`config.mk`:
```
export PLATFORM = sky130hd
export DESIGN_NAME = bcd_cascade_counter
export DESIGN_NICKNAME = d
export VERILOG_FILES = /design/src/rtl/bcd_cascade_counter.sv
export SDC_FILE = /design/constraint.sdc
export NUM_CORES = 1
export LEC_CHECK = 0
export ABC_AREA = 1
export BUFFER_PORTS_ARGS = -buffer_cell sky130_fd_sc_hd__clkbuf_2
export CAP_MARGIN = 20
export CORE_MARGIN = 4
export CORE_UTILIZATION = 57
export CTS_CLUSTER_DIAMETER = 40
export DETAILED_ROUTE_END_ITERATION = 8
export PLACE_DENSITY = 0.91
export SYNTH_ARGS = -nofsm -noshare
export SYNTH_HDL_FRONTEND = slang
export SYNTH_SLANG_ARGS = --single-unit
```
`constraint.sdc`:
```
create_clock -name clk -period 2.62 [get_ports clk]
set_input_delay 0.262 -clock clk [delete_from_list [all_inputs] [get_ports clk]]
set_output_delay 0.262 -clock clk [all_outputs]
set_load 0.01 [all_outputs]
```
`src/rtl/bcd_cascade_counter.sv`:
```
// Cascaded BCD up/down counter with synchronous clear and terminal-count flag.
// Optional synchronous load with per-digit saturation when BCD_COUNTER_LOAD_EN is defined.
module bcd_cascade_counter #(
  parameter int DIGITS  = 2,
  parameter int TOP_MAX = 9
) (
  input  logic                clk,
  input  logic                rst_n,
  input  logic                en,
  input  logic                up_dn,
  input  logic                clr,
`ifdef BCD_COUNTER_LOAD_EN
  input  logic                load,
  input  logic [4*DIGITS-1:0] load_val,
`endif
  output logic [4*DIGITS-1:0] count,
  output logic                tc
);

  localparam int         W   = 4 * DIGITS;
  localparam logic [3:0] TOP = 4'(TOP_MAX);

  logic [W-1:0] stepped;
  logic [W-1:0] count_nxt;
  logic [3:0]   dig;
  logic [3:0]   dmax;
  logic         up_run;
  logic         dn_run;
  logic         all_max;
  logic         all_zero;

  // Ripple enables: a digit steps only while every lower digit is at its wrap point.
  always_comb begin
    stepped = count;
    dig     = '0;
    dmax    = '0;
    up_run  = 1'b1;
    dn_run  = 1'b1;
    for (int i = 0; i < DIGITS; i++) begin
      dig  = count[4*i +: 4];
      dmax = (i == DIGITS - 1) ? TOP : 4'd9;
      if (up_dn && up_run)
        stepped[4*i +: 4] = (dig == dmax) ? 4'd0 : dig + 4'd1;
      if (!up_dn && dn_run)
        stepped[4*i +: 4] = (dig == 4'd0) ? dmax : dig - 4'd1;
      up_run = up_run & (dig == dmax);
      dn_run = dn_run & (dig == 4'd0);
    end
    all_max  = up_run;
    all_zero = dn_run;
  end

`ifdef BCD_COUNTER_LOAD_EN
  logic [W-1:0] clamped;
  logic [3:0]   ld_dig;
  logic [3:0]   ld_max;

  always_comb begin
    clamped = load_val;
    ld_dig  = '0;
    ld_max  = '0;
    for (int i = 0; i < DIGITS; i++) begin
      ld_dig = load_val[4*i +: 4];
      ld_max = (i == DIGITS - 1) ? TOP : 4'd9;
      if (ld_dig > ld_max)
        clamped[4*i +: 4] = ld_max;
    end
  end
`endif

  always_comb begin
    count_nxt = count;
    if (clr)
      count_nxt = '0;
`ifdef BCD_COUNTER_LOAD_EN
    else if (load)
      count_nxt = clamped;
`endif
    else if (en)
      count_nxt = stepped;
  end

  always_ff @(posedge clk or negedge rst_n) begin
    if (!rst_n)
      count <= '0;
    else
      count <= count_nxt;
  end

  // Gated by rst_n so the all-zero reset value cannot flag a down-count wrap.
`ifdef BCD_COUNTER_LOAD_EN
  assign tc = rst_n & en & ~clr & ~load & (up_dn ? all_max : all_zero);
`else
  assign tc = rst_n & en & ~clr & (up_dn ? all_max : all_zero);
`endif

endmodule

```
==> impl_metrics.csv <==
group,metric,value,unit
yosys,ys_seq_elements,8,
global_route,grt_first_pass_wirelength,2.79,mm
detailed_routing,first_pass_iters,4,
global_route,grtUsageTotal,18.7,%
detailed_routing,vias,764,
detailed_routing,drtIter0Drc,13,
detailed_routing,routed_wl,1.65,mm
global_route,grt_max_degree,10,
min_path,worstHoldStart,"en",
sta,relSlewSlack,78.5,%
setup_path,r2r_slack,1.10,ns
setup_path,startpoint_type,"flop",
final_layout,final_util,74.4,%
sta,hold-worst-slack,0.318,ns
place,dpl-instance-area,850,sq um
power_and_ir_drop,total_power,525,uW
detailed_routing,drtAntennaViolNets,0,
clocking,clockRootBuffer,"clkbuf_4",
place,hpwl,1.37,mm
final_layout,drive_above_1_share,22.3,%
final_layout,fin_nets,144,
clocking,cts.repair.resized,0,
sta,rsz0062_at_grt,"false",
setup_path,crit_type,"flop to output port",
clocking,cts_tree,"done",
setup_path,r2r-end,"count[5]",
sta,hold_viol,0,
floorplanning,core-area,1190,sq um
sta,fin_tns_setup,0,ns
power_and_ir_drop,ir_worst_vdd,390,uV
final_layout,reg.largest.list,"count x8",
setup_path,required,2.36,ns
yosys,synth-edff-count,0,
yosys,synthArstFlopShare,100,%
floorplanning,die_w,44.7,um
yosys,synthCells,113,
sta,period_share,73.3,%
place,gp_congestion,0.841,
sta,setup_viol,0,
detailed_routing,wl_per_cell,11.4,um
final_layout,fillerInstances,93,
sta,layout_setup_ws,0.699,ns
setup_path,rr_startpoint,"count[4]",
yosys,netlist-cell-type-count,21,
yosys,syn-cell-area,767,sq um
final_layout,largest_reg_flops,8,
clocking,cts.sink_count,8,
yosys,synthTopCellsByCount,"nand2_1, inv_1, nand3_1, nor2_1, dfrtp_1",
setup_path,crit_arrival,1.66,ns
power_and_ir_drop,leakagePower,0.503,nW
final_layout,final_cell_area,882,sq um
place,preCtsSetupSlack,0.978,ns
setup_path,crit_fanout,8,
final_layout,syn2layout_area_growth,15.0,%
floorplanning,fp.dieH,44.7,um
status,status,"finished, final reports clean",
floorplanning,die-area,2000,sq um
power_and_ir_drop,powerDensity,596,nW/um^2
yosys,synth.avg_cell_area,6.79,sq um
min_path,hold_end,"count[1]",
yosys,synth_largest_area_cell,"dfrtp_1",
final_layout,diodes,0,
yosys,yosys.area.top_type_share,26.1,%
sta,worstMarginPinSlew,0.321,ns
floorplanning,start_util,64.7,%
clocking,clk_path_buf_depth,2,
yosys,synth-seq-area-share,26.1,%
sta,min_period,1.92,ns
final_layout,top_register,"count",
yosys,synth_most_common_cell,"nand2_1",
sta,skew,0.00413,ns
job,maxCapViolations,0,
place,placedCellCount,140,
detailed_routing,drcViolationCount,0,
setup_path,ff2ff_path_depth,7,
global_route,antenna_found_initial,0,
sta,clock.fmax,0.520,GHz
yosys,synth_warnings,0,
clocking,cts_buffers,3,
final_layout,fin_cells,144,
sta,report.final.slew_viol_count,0,
global_route,grt_pass1_vias,657,
min_path,whs_path_depth,3,
detailed_routing,vias_per_cell,5.31,
clocking,clkTransAtPathRegs,0.05,ns
yosys,synth-main-ff-cell,"dfrtp_1",
yosys,syn_nets,125,
floorplanning,ios,14,
place,port_buffers,13,
setup_path,critPathCaptureType,"output port",
min_path,worst_hold_path_type,"input pin to flop",
clocking,htree_levels,1,
clocking,clk_latency,0.25,ns
floorplanning,rows,12,
clocking,post_cts_buffers,0,
yosys,synth.area.top_cells,"dfrtp_1, nand2_1, ha_1",
global_route,gr-total-overflow,0,
## what timing repair did
| item | in CTS | in global routing |
|---|---|---|
| setup endpoints to repair | 0 | 0 |
| endpoints found under the hold margin | 8 | 0 |
| hold buffers | 1 | 0 |
## how the worst max path moves through the flow
stage	slack (ns)	cells past startpoint	start	end
global placement	0.99	7	count[1]	tc
CTS	0.70	7	count[1]	tc
detailed placement	0.98	7	count[0]	tc
finish	0.70	7	count[1]	tc
global route	0.52	7	count[0]	tc
floorplan	1.09	6	count[0]	tc
## critical path, stage by stage, from the launching register on
cell      delay [ns]
dfrtp_1         0.42
inv_1           0.16
ha_1            0.26
nand3_4         0.15
nor2_1          0.15
a21oi_1         0.06
nor2_1          0.08
clkbuf_2        0.13
## cell usage in the layout (no fill, tap or decap), drive strengths merged, types with 2 or more instances in the layout
cell type and count:
ha 7, o21ai 8, inv 18, a21oi 3, nand3 13, dfrtp 8, nor2 14, nand2 34
o211ai 2, clkbuf 16
## power by group
| part | switching [mW] | internal, mW | total, mW |
|---|---|---|---|
| Clock | 0.0377 | 0.0521 | 0.0898 |
| Combinational | 0.152 | 0.0997 | 0.252 |
| Sequential | 0.0398 | 0.144 | 0.184 |
| Total | 0.230 | 0.296 | 0.525 |
## layer usage
layer  vias up  share of wire (%)  global-route usage, %
li1        398                  -                      -
met1       353                 50                   26.7
met2        13                 48                   27.2
met3         0                2.3                   2.44
met4         0                  0                   9.04
met5         -                  0                      0
## kinds of logic after synthesis
kind of cell,synth area share (%)
AOI/OAI and AO/OA,10.4
xor gates and xnor gates,1.14
adders and majority gates,11.4
buffers and inverters,8.81
DFF,26.1
and+or+nand+nor,42.1
## area by class of cell
type	instances	area [sq um]	share of cell area (%)
clock buffer	3	22.5	2.55
sequential	8	200	22.7
tap	14	17.5	1.99
multi-input combinational	87	499	56.6
timing repair buffer	14	75.1	8.51
inverter	18	67.6	7.66
Power figures use the tool's default switching activity.
